===== config.mk =====
export PLATFORM = sky130hd
export DESIGN_NAME = upc_tag_tx_flat
export DESIGN_NICKNAME = d
export VERILOG_FILES = /design/src/rtl/upc_tag_tx_pkg.sv /design/src/rtl/upc_tag_tx_if.sv /design/src/rtl/upc_tag_tx_bit_timer.sv /design/src/rtl/upc_tag_tx.sv /design/src/flat_wrapper.sv
export SDC_FILE = /design/constraint.sdc
export NUM_CORES = 1
export LEC_CHECK = 0
export CORE_MARGIN = 2
export CORE_UTILIZATION = 50
export DETAILED_ROUTE_END_ITERATION = 12
export GPL_TIMING_DRIVEN = 0
export PLACE_DENSITY = 0.78
export SYNTH_ARGS = -nofsm -noshare
export SYNTH_HDL_FRONTEND = slang
export SYNTH_SLANG_ARGS = --single-unit
export TNS_END_PERCENT = 1

===== constraint.sdc =====
create_clock -name clk -period 1.65 [get_ports clk]
set_input_delay 0.2475 -clock clk [delete_from_list [all_inputs] [get_ports clk]]
set_output_delay 0.2475 -clock clk [all_outputs]
set_load 0.05 [all_outputs]

===== src/rtl/upc_tag_tx_pkg.sv =====
// Shared definitions for the item-tag serial link: frame layout, FSM states
// and the parity rule used by both the checkout transmitter and the gate decoder.
package upc_tag_pkg;

  typedef enum logic [2:0] {
    IDLE,
    START,
    DATA,
    PARITY,
    STOP
  } tx_state_t;

  localparam int   FRAME_BITS = 7;
  localparam logic START_BIT  = 1'b0;
  localparam logic STOP_BIT   = 1'b1;

  // Even parity over {U,P,C,M}.
  function automatic logic tag_parity(input logic [2:0] upc, input logic marked);
    return ^{upc, marked};
  endfunction

endpackage


===== src/rtl/upc_tag_tx_if.sv =====
// Record handshake and serial line between the checkout logic and the tag transmitter.
interface upc_tag_tx_if;
  logic [2:0] upc;
  logic       marked;
  logic       send;
  logic       ready;
  logic       tx_serial;
  logic       done;

  modport master (output upc, marked, send, input ready, tx_serial, done);
  modport slave  (input upc, marked, send, output ready, tx_serial, done);
endinterface


===== src/rtl/upc_tag_tx_bit_timer.sv =====
// Bit-period timer: tick is high in the last cycle of every BIT_CYCLES-cycle bit slot.
module bit_timer #(
  parameter int BIT_CYCLES = 4
) (
  input  logic clk,
  input  logic reset,
  input  logic clear,
  output logic tick
);
  localparam int             W    = (BIT_CYCLES > 1) ? $clog2(BIT_CYCLES) : 1;
  localparam logic [W-1:0]   LAST = W'(BIT_CYCLES - 1);

  logic [W-1:0] count_reg;

  assign tick = (count_reg == LAST);

  always_ff @(posedge clk) begin
    if (reset || clear) begin
      count_reg <= '0;
    end else if (tick) begin
      count_reg <= '0;
    end else begin
      count_reg <= count_reg + 1'b1;
    end
  end
endmodule


===== src/rtl/upc_tag_tx.sv =====
// Item-tag serial transmitter: frames {U,P,C,M} as start, data, even parity, stop
// on a single idle-high line, BIT_CYCLES clocks per bit.
module upc_tag_tx
  import upc_tag_pkg::*;
#(
  parameter int BIT_CYCLES = 4
) (
  input  logic            clk,
  input  logic            reset,
  upc_tag_tx_if.slave     bus
);
  tx_state_t                 state_reg;
  logic [FRAME_BITS-3:0]     shift_reg;   // {U,P,C,M,parity}, MSB goes out next
  logic [1:0]                idx_reg;
  logic                      tx_reg;
  logic                      ready_reg;
  logic                      done_reg;
  logic                      tick;

  assign bus.tx_serial = tx_reg;
  assign bus.ready     = ready_reg;
  assign bus.done      = done_reg;

  // The timer is held at zero while idle so the start bit gets a full slot.
  bit_timer #(.BIT_CYCLES(BIT_CYCLES)) u_timer (
    .clk   (clk),
    .reset (reset),
    .clear (state_reg == IDLE),
    .tick  (tick)
  );

  always_ff @(posedge clk) begin
    if (reset) begin
      state_reg <= IDLE;
      shift_reg <= '0;
      idx_reg   <= '0;
      tx_reg    <= 1'b1;
      ready_reg <= 1'b1;
      done_reg  <= 1'b0;
    end else begin
      done_reg <= 1'b0;
      case (state_reg)
        IDLE: begin
          if (ready_reg && bus.send) begin
            shift_reg <= {bus.upc, bus.marked, tag_parity(bus.upc, bus.marked)};
            idx_reg   <= '0;
            tx_reg    <= START_BIT;
            ready_reg <= 1'b0;
            state_reg <= START;
          end
        end
        START: begin
          if (tick) begin
            tx_reg    <= shift_reg[FRAME_BITS-3];
            shift_reg <= {shift_reg[FRAME_BITS-4:0], 1'b0};
            idx_reg   <= '0;
            state_reg <= DATA;
          end
        end
        DATA: begin
          // Each boundary shifts out the next bit; after M that is the parity bit.
          if (tick) begin
            tx_reg    <= shift_reg[FRAME_BITS-3];
            shift_reg <= {shift_reg[FRAME_BITS-4:0], 1'b0};
            idx_reg   <= idx_reg + 2'd1;
            if (idx_reg == 2'd3) begin
              state_reg <= PARITY;
            end
          end
        end
        PARITY: begin
          if (tick) begin
            tx_reg    <= STOP_BIT;
            state_reg <= STOP;
          end
        end
        STOP: begin
          if (tick) begin
            tx_reg    <= 1'b1;
            ready_reg <= 1'b1;
            done_reg  <= 1'b1;
            state_reg <= IDLE;
          end
        end
        default: begin
          tx_reg    <= 1'b1;
          ready_reg <= 1'b1;
          state_reg <= IDLE;
        end
      endcase
    end
  end
endmodule


===== src/flat_wrapper.sv =====
// flat-port wrapper written by rule: the top's interface ports become plain ports
module upc_tag_tx_flat import upc_tag_pkg::*;
#(
  parameter int BIT_CYCLES = 4
)
  (clk, reset, bus_upc, bus_marked, bus_send, bus_ready, bus_tx_serial, bus_done);
  upc_tag_tx_if bus_i ();
  input  logic clk;
  input  logic reset;
  input wire logic [$bits(bus_i.upc)-1:0] bus_upc;
  input wire logic [$bits(bus_i.marked)-1:0] bus_marked;
  input wire logic [$bits(bus_i.send)-1:0] bus_send;
  output wire logic [$bits(bus_i.ready)-1:0] bus_ready;
  output wire logic [$bits(bus_i.tx_serial)-1:0] bus_tx_serial;
  output wire logic [$bits(bus_i.done)-1:0] bus_done;
  assign bus_i.upc = bus_upc;
  assign bus_i.marked = bus_marked;
  assign bus_i.send = bus_send;
  assign bus_ready = bus_i.ready;
  assign bus_tx_serial = bus_i.tx_serial;
  assign bus_done = bus_i.done;
  upc_tag_tx #(.BIT_CYCLES(BIT_CYCLES)) u_core (.clk(clk), .reset(reset), .bus(bus_i));
endmodule

==> results of run 1 <==
[area by class of cell]
type | instances | area [um^2]
plain buffers | 5 | 25.0
clock buffers | 3 | 22.5
clock inverters | 1 | 7.51
fillers | 126 | 465
inverters | 2 | 7.51
multi-input cells | 60 | 400
flip-flops and latches | 15 | 300
well taps | 15 | 18.8
repair buffers | 9 | 86.3
[repair_timing]
action                     CTS  global route
cloned                       0             0
setup buffers                0             0
setup endpoints to repair    3             2
resized for setup            3             1
[logic make-up (layout without fill, tap and decap cells)]
| group | after synthesis | count (layout) | share of synthesized area |
|---|---|---|---|
| AND/OR/NAND/NOR | 32 | 32 | 0.246 |
| AO/OA/AOI/OAI | 21 | 21 | 0.201 |
| flip-flops | 15 | 15 | 0.413 |
| buffers and inverters | 7 | 20 | 0.0448 |
| XOR/XNOR | 5 | 5 | 0.0602 |
| adder cells (fa/ha/maj) | 2 | 2 | 0.0344 |
[placed cells by master (no fill, tap or decap)]
master | Yosys | layout
inv_1 | 2 | 2
o21bai_1 | 1 | 1
nor4b_1 | 1 | 1
o22ai_2 | 1 | 1
nor4b_2 | 1 | 1
dfxtp_1 | 15 | 15
a311oi_1 | 4 | 4
nand2_1 | 6 | 6
o32a_1 | 1 | 1
nand4bb_1 | 1 | 1
buf_4 | 1 | 1
xnor2_1 | 4 | 4
o31a_1 | 1 | 1
o211ai_1 | 1 | 1
nand3_1 | 1 | 1
buf_2 | 2 | 2
clkdlybuf4s50_1 | 0 | 6
nor3_1 | 2 | 2
nand4_1 | 1 | 1
ha_1 | 2 | 2
o21ai_1 | 1 | 1
dlygate4sd2_1 | 0 | 3
nor2_1 | 10 | 10
and4b_1 | 1 | 1
o21ai_0 | 4 | 4
nor4_1 | 2 | 2
nand2b_1 | 5 | 5
a41oi_1 | 1 | 1
xor2_1 | 1 | 1
a31oi_2 | 0 | 1
clkinvlp_4 | 0 | 1
a21oi_1 | 5 | 5
clkbuf_4 | 0 | 3
nand4b_1 | 1 | 1
clkbuf_1 | 2 | 2
[worst reg2reg max path, stage by stage (launching register included)]
cell	delay (ns)
dfxtp_1	0.35
ha_1	0.33
nand2b_1	0.11
o22ai_2	0.15
buf_4	0.20
nor2_1	0.05
a311oi_1	0.25
[power groups by stage]
stage                     combinational, mW  clock (mW)  sequential, mW
after CTS                             0.152       0.227           0.398
after global routing                  0.170       0.247           0.401
after global placement                0.153           0           0.406
final                                 0.153       0.222           0.398
after detailed placement              0.155           0           0.406
after floorplan                      0.0904           0           0.423
[path summary, 6_finish.rpt]
path / end / slack [ns]
worst min-delay path: u_core.u_timer.count_reg[0] / 0.44
worst max-delay path: u_core.shift_reg[1] / 0.12
worst min register to register: u_core.u_timer.count_reg[0] / 0.44
worst max register to register: u_core.shift_reg[1] / 0.12
[per-stage QoR]
stage	std cells	utilization	power, mW	TNS, ns
2_1_floorplan	82	-	0.513	0
3_3_place_gp	106	0.627	0.558	-0.382
3_5_place_dp	106	0.627	0.562	-0.663
4_1_cts	110	0.646	0.777	0
5_1_grt	110	0.651	0.818	0
6_report	110	0.651	0.773	0
[routing by layer]
metal	GRT usage	routed length, um	vias to the layer above
met5	0	0	-
met4	0.0750	28	0
met3	0.0647	53	4
met2	0.284	656	8
met1	0.243	711	282
li1	-	-	329
==> metrics.md, run 1 <==
| Metric | Value |
|---|---|
| FF-to-FF Start | u_core.u_timer.count_reg[0] |
| Internal Dissipation | between 0.5 and 0.6 mW |
| Via count | 623 |
| Vias in the first global route | 559 |
| Antenna diode count | 0 |
| Routability congestion estimate | 0.783 |
| Initial Util | 0.545 |
| Switching Share | 0.297 |
| Slew @ Worst Pin | 0.484 ns |
| CP Depth | 6 |
| CP Max Fanout | 10 |
| Post-synth top area cell | dfxtp_1 |
| Seq pwr share | 0.515 |
| Nets@finish | between 100 and 150 |
| Count leader, synth | dfxtp_1 |
| Distinct cells, synth | 31 |
| Synthesized instance count | between 80 and 90 |
| DP Area | 836 um^2 |
| Psw | 0.230 mW |
| Critical path buffer and inverter count | 1 |
| Clk pwr share | 0.287 |
| Seq/Total Area, Yosys | 0.413 |
| Combinational power share | 0.198 |
| Pleak | about 0.3 nW |
| Setup violations, final | 0 |
| Final wirelength | between 1000 and 1500 um |
| Min-delay src | u_core.u_timer.count_reg[0] |
| Post-synth EDFFs | 0 |
| Most frequent cells after synthesis | 15 x dfxtp_1, 10 x nor2_1, 6 x nand2_1 |
| Setup crit start | u_core.u_timer.count_reg[0] |
| Clk_lat worst skew | 0.30 ns |
| CTS Hold Bufs | 0 |
| Final hold vios | 0 |
| Design Area, Final | roughly 870 um^2 |
| Global-route wire length before repair | roughly 2500 um |
| Crit path time final | ~1.5 ns |
| Synth top area share | 0.413 |
| Area contributors post-synth | dfxtp_1 41%, nor2_1 5.2%, a311oi_1 4.8%, xnor2_1 4.8%, nand2b_1 4.3% |
| Netlist Area Pre-Place | around 730 um^2 |
| Max reg flops | 5 |
| PwrDens | 890 nW/um^2 |
| Synth Register Bits | 15 |
| Hold Slack | 0.440 ns |
| CTS tree | done |
| # IOs | 10 |
| Crit-path cells | ha_1 > nand2b_1 > o22ai_2 > buf_4 > nor2_1 > a311oi_1 |
| CP startpoint kind | flip-flop |
| Max Cap Viol | 0 |
| CP Capture Type | flip-flop |
| Die area | approximately 1800 um^2 |
| Arrival @ worst endpoint | about 1.7 ns |
| CP top delay family | compound AO/OA/AOI/OAI gates |
| Slew margin rel. | 0.675 |
| CTS clk-pin slew, worst paths | roughly 0.10 ns |
| # rows | 13 |
| CP max-delay cell | dfxtp_1 |
| H-tree levels | 1 |
| Layout cells sized above 1 | 0.105 |
| Die H | about 42 um |
| Syn Nets | 91 |
| Final setup margin | between 0.1 and 0.15 ns |
| Max Root-Sink Buffers | 2 |
| Total CTS buffers | 3 |
| DIE WIDTH | around 42 um |
| Area grow syn2layout | 19.4% |
| Initial drt markers | 6 |
| Outcome | finished, final reports clean |
| Clock skew | roughly 0.0074 ns |
| Largest net degree at the start of global routing | 11 |
| Setup WS pre-CTS | -0.109 ns |
| Vias per cell | between 5 and 6 |
| Required time of the critical path | between 1.5 and 2 ns |
| IO Port Bufs | 9 |
| Hold Path Cell Cnt | 1 |
| Routed Antenna Nets | 0 |
| First-pass DRT Iterations | 4 |
| Synth async-reset ratio | 0 |
| Reg2Reg Depth | 6 |
| Final Cycle Share | 0.926 |
| Initial antenna violation count | 0 |
| Overflow after GRT | 0 |
| Slew Viols, Final | 0 |
| Worst path max stage delay | between 0.3 and 0.4 ns |
| Crit path kind | flip-flop to flip-flop |
| Root Buffer | clkbuf_4 |
| Worst vdd ir | around 0.85 mV |
| Remaining DRCs | 0 |
| Avg Inst Size Synth | about 8.9 um^2 |
| RSZ-0062 raised after global routing | no |
| DR WL/cell | 13.2 um |
| Worst hold path class | flip-flop to flip-flop |
| FMAX | ~0.65 GHz |
| Core ar. | between 1000 and 1500 um^2 |
| Yosys Warn Count | 0 |
| Ys flop type | dfxtp_1 |
| Clock Sinks | 15 |
| Post-DP HPWL | roughly 1100 um |
| Total routing usage reported by global routing | 0.187 |
(Power assumes the default switching activity.)
==> run 2: changes to the inputs <==
--- a/config.mk
+++ b/config.mk
@@ -7,6 +7,7 @@
 export LEC_CHECK = 0
 export CORE_MARGIN = 2
 export CORE_UTILIZATION = 50
+export CTS_CLUSTER_DIAMETER = 60
 export DETAILED_ROUTE_END_ITERATION = 12
 export GPL_TIMING_DRIVEN = 0
 export PLACE_DENSITY = 0.78
==> results of run 2 <==
The final DEF is identical to that of run 1; final timing and power are the same.
==> run 3: changes to the inputs <==
--- a/config.mk
+++ b/config.mk
@@ -11,6 +11,7 @@
 export DETAILED_ROUTE_END_ITERATION = 12
 export GPL_TIMING_DRIVEN = 0
 export PLACE_DENSITY = 0.78
+export SETUP_SLACK_MARGIN = 0.3
 export SYNTH_ARGS = -nofsm -noshare
 export SYNTH_HDL_FRONTEND = slang
 export SYNTH_SLANG_ARGS = --single-unit
==> metrics.md, run 3 (synthesis gave the netlist of run 1 again) <==
| Metric | Value |
|---|---|
| Overflow after GRT | 0 |
| Vias in the first global route | 670 |
| CTS Hold Bufs | 0 |
| IO Port Bufs | 9 |
| Global-route wire length before repair | approximately 2800 um |
| FMAX | 0.694 GHz |
| Clock skew | around 0.008 ns |
| Required time of the critical path | between 1.5 and 2 ns |
| Routed Antenna Nets | 0 |
| CP Capture Type | flip-flop |
| Die H | between 40 and 50 um |
| Via count | roughly 700 |
| Initial Util | 0.545 |
| Core ar. | 1330 um^2 |
| Design Area, Final | 981 um^2 |
| CTS tree | done |
| Post-DP HPWL | 1080 um |
| Max reg flops | 5 |
| # IOs | 10 |
| CP max-delay cell | nor4b_4 |
| Crit path kind | flip-flop to flip-flop |
| Final Util | 0.735 |
| CP startpoint kind | flip-flop |
| CP top delay family | simple AND/OR/NAND/NOR gates |
| CTS clk-pin slew, worst paths | ~0.1 ns |
| CP Max Fanout | 8 |
| Initial drt markers | 9 |
| Most common cell after layout, fill and taps aside | dfxtp_1 |
| Total CTS buffers | 3 |
| Largest net degree at the start of global routing | 11 |
| Slew margin rel. | 0.676 |
| Remaining DRCs | 0 |
| Max Root-Sink Buffers | 2 |
| Final Cycle Share | 0.874 |
| Final hold vios | 0 |
| Area grow syn2layout | 34.9% |
| Nets@finish | roughly 110 |
| Die area | between 1500 and 2000 um^2 |
| Clock Sinks | 15 |
| Outcome | finished, final reports clean |
| Worst vdd ir | between 0.4 and 0.5 mV |
| Worst path max stage delay | about 0.41 ns |
| Slew Viols, Final | 0 |
| Layout cells sized above 1 | 0.235 |
| First-pass DRT Iterations | 4 |
| Routability congestion estimate | between 0.7 and 0.8 |
| Antenna diode count | 0 |
| Most frequent cells in the layout | 12 x dfxtp_1, 10 x nor2_1, 6 x nand2_1, 6 x clkdlybuf4s50_1 |
| Sequential Area | between 300 and 400 um^2 |
| Critical path buffer and inverter count | 0 |
| Max Cap Viol | 0 |
| Final wirelength | ~1800 um |
| Setup violations, final | 0 |
| Initial antenna violation count | 0 |
| # fillers | 97 |
| PwrDens | roughly 830 nW/um^2 |
| Arrival @ worst endpoint | ~1.6 ns |
| Crit-path cells | ha_4 > nor4b_4 > a31oi_4 > a41oi_2 > nor2_1 |
| Slew @ Worst Pin | just under 0.5 ns |
| Pleak | 0.335 nW |
| Clk_lat worst skew | roughly 0.29 ns |
| Hold Slack | ~0.49 ns |
| Root Buffer | clkbuf_4 |
| DP Area | approximately 840 um^2 |
| Total routing usage reported by global routing | 0.207 |
| DR WL/cell | 15.6 um |
| Area of the multi-input gates | roughly 480 um^2 |
| DIE WIDTH | about 42 um |
| H-tree levels | 1 |
| Worst hold path class | flip-flop to flip-flop |
| Vias per cell | roughly 6.2 |
| Crit path time final | 1.44 ns |
| # rows | 13 |
| RSZ-0062 raised after global routing | yes |
## run 3: metrics by stage
stage / setup TNS (ns) / std cells / setup WS, ns / power [mW]
after detailed placement: -0.694 / 106 / -0.129 / 0.564
after global placement: -0.389 / 106 / -0.0842 / 0.559
after floorplan: 0 / 82 / 0.332 / 0.513
after CTS: 0 / 111 / 0.239 / 0.788
final: 0 / 113 / 0.208 / 0.811
after global routing: 0 / 113 / 0.155 / 0.849
## run 3: area by class of cell
cell class / instances / share of cell area
timing repair buffer: 12 / 0.107
buffer: 5 / 0.0357
inverter: 2 / 0.00765
tap: 15 / 0.0191
clock buffer: 3 / 0.0230
clock inverter: 1 / 0.00510
sequential: 15 / 0.312
multi-input combinational: 60 / 0.490
## run 3: where the power goes
part | internal (mW) | switching (mW)
clock | 0.0903 | 0.126
combinational | 0.0893 | 0.101
sequential | 0.385 | 0.0194
total | 0.565 | 0.246
## run 3: tightest hold or removal path, delay by kind of cell (launching register included)
kind / cells / cell delay (ns)
compound gates: 1 / 0.05
flops: 1 / 0.33
simple gates: 1 / 0.07
## run 3: repair_timing
item	4_1_cts	5_1_grt
setup buffers	1	1
gates cloned	0	1
pin swaps	1	5
endpoints found under the setup margin	12	12
gates resized for setup	15	8
## run 3: worst paths after layout
kind | depth (start not counted) | to | from | slack, ns
max | 5 | u_core.state_reg[2] | u_core.u_timer.count_reg[0] | 0.21
min | 2 | u_core.idx_reg[1] | u_core.idx_reg[1] | 0.49
max reg2reg | 5 | u_core.state_reg[2] | u_core.u_timer.count_reg[0] | 0.21
min reg2reg | 2 | u_core.idx_reg[1] | u_core.idx_reg[1] | 0.49
## run 3: routing by layer
layer | GRT usage | vias up | routed length (um)
met2 | 0.344 | 19 | 897
met1 | 0.240 | 344 | 758
met5 | 0 | - | 0
li1 | - | 335 | -
met3 | 0.0560 | 5 | 74
met4 | 0.113 | 0 | 34
